## config.mk

```make
export PLATFORM = sky130hd
export DESIGN_NAME = mips_gpio_port_flat
export DESIGN_NICKNAME = d
export VERILOG_FILES = /design/src/rtl/mips_gpio_port_if.sv /design/src/rtl/mips_gpio_port.sv /design/src/flat_wrapper.sv
export SDC_FILE = /design/constraint.sdc
export NUM_CORES = 1
export LEC_CHECK = 0
export CORE_UTILIZATION = 50
export CTS_CLUSTER_SIZE = 10
export DETAILED_ROUTE_END_ITERATION = 6
export PLACE_DENSITY_LB_ADDON = 0.25
export SYNTH_ARGS = -nofsm -noshare
export SYNTH_HDL_FRONTEND = slang
export SYNTH_SLANG_ARGS = --single-unit
```

## constraint.sdc

```tcl
create_clock -name clk -period 1.75 [get_ports clk]
set_clock_uncertainty 0.15 [all_clocks]
set_input_delay 0.2625 -clock clk [delete_from_list [all_inputs] [get_ports clk]]
set_output_delay 0.2625 -clock clk [all_outputs]
set_load 0.005 [all_outputs]
```

## src/rtl/mips_gpio_port_if.sv

```systemverilog
// Data-memory bus between the MIPS multi-cycle core (master) and the GPIO port (slave).
// Read data is registered in the slave and qualified by a one-cycle rvalid.
interface mips_gpio_port_if;
  logic [3:0]  addr;
  logic        we;
  logic        re;
  logic [31:0] wdata;
  logic [31:0] rdata;
  logic        rvalid;

  modport master (
    output addr, we, re, wdata,
    input  rdata, rvalid
  );

  modport slave (
    input  addr, we, re, wdata,
    output rdata, rvalid
  );
endinterface

```

## src/rtl/mips_gpio_port.sv

```systemverilog
// Memory-mapped GPIO port: output register, synchronized and debounced inputs,
// sticky change flags with write-one-to-clear, and a level interrupt.
module mips_gpio_port #(
  parameter int unsigned      WIDTH           = 8,
  parameter int unsigned      DEBOUNCE_CYCLES = 16,
  parameter logic [WIDTH-1:0] OUT_RESET       = '0,
  parameter logic [WIDTH-1:0] IN_RESET        = '1
) (
  input  logic             clk,
  input  logic             reset,
  mips_gpio_port_if.slave  bus,
  input  logic [WIDTH-1:0] GPIO_i,
  output logic [WIDTH-1:0] GPIO_o,
  output logic             irq
);

  localparam int unsigned     CntW    = $clog2(DEBOUNCE_CYCLES + 1);
  localparam logic [CntW-1:0] CntLast = CntW'(DEBOUNCE_CYCLES - 1);

  typedef enum logic [1:0] {
    RegDataOut   = 2'd0,
    RegDataIn    = 2'd1,
    RegEdgeFlags = 2'd2,
    RegIrqEn     = 2'd3
  } reg_sel_e;

  reg_sel_e sel;
  assign sel = reg_sel_e'(bus.addr[3:2]);

  logic [WIDTH-1:0] sync1_q, sync2_q;
  logic [WIDTH-1:0] data_in_q, data_in_d;
  logic [WIDTH-1:0] edge_q, edge_d;
  logic [WIDTH-1:0] irq_en_q, irq_en_d;
  logic [WIDTH-1:0] out_q, out_d;
  logic [WIDTH-1:0] accept;
  logic [WIDTH-1:0] w1c;
  logic [WIDTH-1:0] rd_word;
  logic [WIDTH-1:0][CntW-1:0] cnt_q, cnt_d;
  logic [31:0] rdata_q, rdata_d;
  logic        rvalid_q, rvalid_d;

  // Address bits [1:0] and wdata bits above WIDTH are intentionally ignored.
  logic unused_bits;
  assign unused_bits = ^{bus.addr[1:0], bus.wdata};

  // Counter only advances while mismatched and clears on acceptance, so it never
  // exceeds DEBOUNCE_CYCLES-1 and cannot wrap.
  always_comb begin
    accept = '0;
    cnt_d  = '0;
    for (int i = 0; i < int'(WIDTH); i++) begin
      if (sync2_q[i] != data_in_q[i]) begin
        if (cnt_q[i] == CntLast) begin
          accept[i] = 1'b1;
        end else begin
          cnt_d[i] = cnt_q[i] + CntW'(1);
        end
      end
    end
    data_in_d = data_in_q ^ accept;
  end

  always_comb begin
    out_d    = out_q;
    irq_en_d = irq_en_q;
    w1c      = '0;
    if (bus.we) begin
      unique case (sel)
        RegDataOut:   out_d    = bus.wdata[WIDTH-1:0];
        RegIrqEn:     irq_en_d = bus.wdata[WIDTH-1:0];
        RegEdgeFlags: w1c      = bus.wdata[WIDTH-1:0];
        default:      ;
      endcase
    end
    // A new change flag beats a simultaneous clear.
    edge_d = (edge_q & ~w1c) | accept;
  end

  always_comb begin
    unique case (sel)
      RegDataOut:   rd_word = out_q;
      RegDataIn:    rd_word = data_in_q;
      RegEdgeFlags: rd_word = edge_q;
      default:      rd_word = irq_en_q;
    endcase
    rdata_d  = rdata_q;
    rvalid_d = bus.re;
    if (bus.re) begin
      rdata_d              = '0;
      rdata_d[WIDTH-1:0]   = rd_word;
    end
  end

  always_ff @(posedge clk or negedge reset) begin
    if (!reset) begin
      sync1_q   <= IN_RESET;
      sync2_q   <= IN_RESET;
      data_in_q <= IN_RESET;
      cnt_q     <= '0;
      edge_q    <= '0;
      irq_en_q  <= '0;
      out_q     <= OUT_RESET;
      rdata_q   <= '0;
      rvalid_q  <= 1'b0;
    end else begin
      sync1_q   <= GPIO_i;
      sync2_q   <= sync1_q;
      data_in_q <= data_in_d;
      cnt_q     <= cnt_d;
      edge_q    <= edge_d;
      irq_en_q  <= irq_en_d;
      out_q     <= out_d;
      rdata_q   <= rdata_d;
      rvalid_q  <= rvalid_d;
    end
  end

  assign GPIO_o     = out_q;
  assign irq        = |(edge_q & irq_en_q);
  assign bus.rdata  = rdata_q;
  assign bus.rvalid = rvalid_q;

endmodule

```

## src/flat_wrapper.sv

```systemverilog
// flat-port wrapper written by rule: the top's interface ports become plain ports
module mips_gpio_port_flat 
#(
  parameter int unsigned      WIDTH           = 8,
  parameter int unsigned      DEBOUNCE_CYCLES = 16,
  parameter logic [WIDTH-1:0] OUT_RESET       = '0,
  parameter logic [WIDTH-1:0] IN_RESET        = '1
)
  (clk, reset, GPIO_i, GPIO_o, irq, bus_addr, bus_we, bus_re, bus_wdata, bus_rdata, bus_rvalid);
  mips_gpio_port_if bus_i ();
  input  logic clk;
  input  logic reset;
  input  logic [WIDTH-1:0] GPIO_i;
  output logic [WIDTH-1:0] GPIO_o;
  output logic irq;
  input wire logic [$bits(bus_i.addr)-1:0] bus_addr;
  input wire logic [$bits(bus_i.we)-1:0] bus_we;
  input wire logic [$bits(bus_i.re)-1:0] bus_re;
  input wire logic [$bits(bus_i.wdata)-1:0] bus_wdata;
  output wire logic [$bits(bus_i.rdata)-1:0] bus_rdata;
  output wire logic [$bits(bus_i.rvalid)-1:0] bus_rvalid;
  assign bus_i.addr = bus_addr;
  assign bus_i.we = bus_we;
  assign bus_i.re = bus_re;
  assign bus_i.wdata = bus_wdata;
  assign bus_rdata = bus_i.rdata;
  assign bus_rvalid = bus_i.rvalid;
  mips_gpio_port #(.WIDTH(WIDTH), .DEBOUNCE_CYCLES(DEBOUNCE_CYCLES), .OUT_RESET(OUT_RESET), .IN_RESET(IN_RESET)) u_core (.clk(clk), .reset(reset), .bus(bus_i), .GPIO_i(GPIO_i), .GPIO_o(GPIO_o), .irq(irq));
endmodule
```

==> reports/metrics.csv <==
stage,metric,value,unit
final_layout,number of non-filler instances in the completed layout,496,
cts,root cell of the clock tree,sky130_fd_sc_hd__clkbuf_8,
worst_setup_path,Crit path arrival time,1270,ps
grt,global router's overall resource usage,18.6,%
route,number of DRC violations after detailed-routing iteration 0,77,
yosys,most area-consuming cells after synthesis,"sky130_fd_sc_hd__dfrtp_1, sky130_fd_sc_hd__dfstp_2, sky130_fd_sc_hd__mux2_2, sky130_fd_sc_hd__xor2_1, sky130_fd_sc_hd__buf_4",
timing,Final Slew Violations,0,
cts,number of clock sinks,97,
final_layout,layout-stage area growth over the synthesis result,21.0,%
final_layout,n_diodes,0,
placed_design,GPL Wtd Cong,0.748,
grt,initial antenna violation count,0,
timing,highest clock frequency the design can meet,0.593,GHz
power,power density over the cells,1010,nW/um^2
cts,CTS tree,built,
yosys,number of synthesized register bits,97,
die,# rows,32,
grt,pin count of the biggest net entering global routing,44,
timing,setup repair after global routing missed its margin,false,
power,standby leakage power,2.39,nW
route,"antenna viol nets, final",0,
grt,wire length of the first global-routing pass,12000,um
yosys,Ys Warns,0,
timing,final number of hold-violating endpoints,0,
route,via density per instance,4.99,
route,vias post-DR,2476,
route,final WL,7070,um
die,x dimension of the die,92.7,um
final_layout,filler cell count,622,
worst_setup_path,"setup slack, reg-to-reg",290,ps
worst_setup_path,endpoint required time on the critical path,1340,ps
worst_setup_path,capturing instance or port of the critical path,GPIO_o[0],
worst_setup_path,CP max stage delay,520,ps
final_layout,"Design Area, Final",4970,um^2
hold_path,Hold Path Class,in -> reg,
worst_setup_path,worst setup path startpoint,u_core.GPIO_o[0]$_DFFE_PN0P_,
worst_setup_path,crit end category,output pin,
yosys,unique cell type count in the Yosys netlist,26,
die,DIE AREA,8580,um^2
worst_setup_path,critical path peak fanout,3,
final_layout,Total Nets Final,445,
worst_setup_path,RR Startpoint,u_core.cnt_q[5]$_DFF_PN0_,
cts,later-pin clock latency in the skew report,360,ps
worst_setup_path,number of buffers and inverters on the critical path,1,
die,num ports,90,
cts,Clock H-tree levels,3,
route,detailed-routing iteration count for the pre-antenna-repair pass,4,
cts,Clock Pin Slew Worst Setup and Hold Paths,90,ps
job,number of violations of the max-capacitance limit,0,
yosys,synthesized instance count,326,
timing,setup-violating endpoint count in the final report,0,
route,residual DRC count,0,
worst_setup_path,cell at the slowest stage of the critical path,sky130_fd_sc_hd__clkdlybuf4s50_1,
timing,actual transition at the worst max-transition pin,659,ps
timing,Worst slew margin,56.0,%
final_layout,layout cell share with drive strength beyond 1,24.4,%
placed_design,placed cell count,475,
worst_setup_path,Crit path max-delay family,buffers and inverters,
cts,CTS Buffer Depth,2,
yosys,number of enable flip-flop cells after synthesis,0,
grt,vias in the first global route,2505,
die,Std-Cell Core Area,7850,um^2
yosys,top_reg_cell synth,sky130_fd_sc_hd__dfrtp_1,
status,run status,completed,
placed_design,port bufs,39,
worst_setup_path,CP startpoint kind,flop,
yosys,cell type with the largest total area after synthesis,sky130_fd_sc_hd__dfrtp_1,
timing,post-route clock period utilization,96.3,%
power,worst vdd rail ir drop,444,uV
worst_setup_path,Worst path depth,1,
timing,setup TNS,0,ps
yosys,fraction of synthesized cell area taken by the top area cell type,44.5,%
route,average detailed-routed wire length per instance,14.3,um
worst_setup_path,cell breakdown of the critical path,clkdlybuf4s50_1,
die,Die H,92.7,um
yosys,cell area after technology mapping,4110,um^2
cts,number of CTS-inserted buffers,9,
worst_setup_path,startpoint-to-endpoint class of the critical path,reg -> out,
placed_design,hpwl dp,4910,um
worst_setup_path,reg2reg path depth,4,
die,initial core utilization,52.4,%
placed_design,area after detailed placement,4650,um^2
yosys,Mapped Avg Cell Area,12.6,um^2
yosys,fraction of the yosys area taken by sequential cells,59.8,%
grt,grt ovf,0,
timing,time the worst path needs with I/O delays and setup,1690,ps
yosys,share of synthesized flip-flops with an asynchronous set or reset,100,%
-- worst min path at each step --
| stage | startpoint | end | slack [ps] | cells after the start |
|---|---|---|---|---|
| floorplan | reset | u_core.GPIO_o[0]$_DFFE_PN0P_ | -180 | 0 |
| global placement | reset | u_core.cnt_q[23]$_DFF_PN0_ | 3 | 1 |
| detailed placement | reset | u_core.cnt_q[23]$_DFF_PN0_ | 8 | 1 |
| CTS | GPIO_i[0] | u_core.sync1_q[0]$_DFF_PN1_ | 130 | 1 |
| global route | GPIO_i[7] | u_core.sync1_q[7]$_DFF_PN1_ | 130 | 1 |
| finish | GPIO_i[7] | u_core.sync1_q[7]$_DFF_PN1_ | 150 | 1 |
-- cells in the mapped netlist, types with 11 or more instances --
library cell and number:
sky130_fd_sc_hd__nand3_1 16, sky130_fd_sc_hd__nor2_1 29, sky130_fd_sc_hd__nand2_1 17, sky130_fd_sc_hd__inv_1 13, sky130_fd_sc_hd__and2_1 11, sky130_fd_sc_hd__mux2_2 32, sky130_fd_sc_hd__xor2_1 24, sky130_fd_sc_hd__dfrtp_1 73
sky130_fd_sc_hd__buf_4 24, sky130_fd_sc_hd__dfstp_2 24
-- layout by cell type, fill, tap and decap left out, drive strengths merged --
cell,instances
clkdlybuf4s50,37
and3b,1
buf,20
mux2,32
a22oi,4
xor2,24
dfrtp,73
o221ai,8
o21ai,8
and3,8
and2,11
nand3,17
a22o,8
mux2i,8
dlygate4sd3,1
nor2b,1
ha,8
nand2,17
conb,24
dfstp,24
nor2,29
inv,13
bufinv,4
clkbuf,11
nand4,1
clkinv,1
nor3b,1
-- cell type report --
cell class	count	area [um^2]	share of cell area [%]
Clock buffer	11	151	3.05
Sequential cell	97	2460	49.4
Tap cell	102	128	2.57
Timing Repair Buffer	58	578	11.6
Clock inverter	5	125	2.52
Multi-Input combinational cell	210	1480	29.8
Inverter	13	48.8	0.982
-- power by group --
part           total, mW  switching (mW)  internal, mW
sequential          2.53           0.116          2.42
combinational      0.572           0.236         0.336
clock               1.91           0.736          1.17
total               5.01            1.09          3.92
-- repair_timing --
action,4_1_cts,5_1_grt
gates resized for setup,6,0
hold buffers,1,0
buffers inserted,4,0
setup endpoints to repair,1,0
endpoints found under the hold margin,79,0
-- sequential cells by signal, indices dropped and copies added (netlist names), named ones only --
signal	count
u_core.GPIO_o	8
u_core.bus.rdata	8
u_core.bus.rvalid	1
u_core.cnt_q	40
u_core.edge_q	8
u_core.irq_en_q	8
u_core.sync1_q	8
u_core.sync2_q	8
-- metrics by stage --
step,setup WS [ps],power [mW],utilization (%),hold WS [ps]
2_1_floorplan,398,2.84,-,-183
3_3_place_gp,-114,3.11,59.2,3.42
3_5_place_dp,-135,3.13,59.2,7.96
4_1_cts,37.2,5.07,63.3,135
5_1_grt,15.3,5.24,63.3,133
6_report,64.2,5.01,63.3,151
-- logic make-up (layout without fill, tap and decap cells) --
family | after synthesis | in the layout | synth area share (%)
DFF | 97 | 97 | 59.8
and+or+nand+nor | 86 | 86 | 10.3
buffers and inverters | 42 | 87 | 6.46
muxes | 40 | 40 | 10.7
AOI/OAI and AO/OA | 28 | 28 | 5.12
xor gates and xnor gates | 24 | 24 | 5.12
adders and majority gates | 8 | 8 | 2.44
other | 1 | 24 | 0.0913
-- routing by layer --
metal  track usage, %  up-vias  wire length, um
li1                 -     1190                -
met1             25.1     1224             3290
met2             29.1       53             3450
met3             3.37        9              219
met4             8.97        0              109
met5                0        -                0
(Power assumes the default switching activity.)
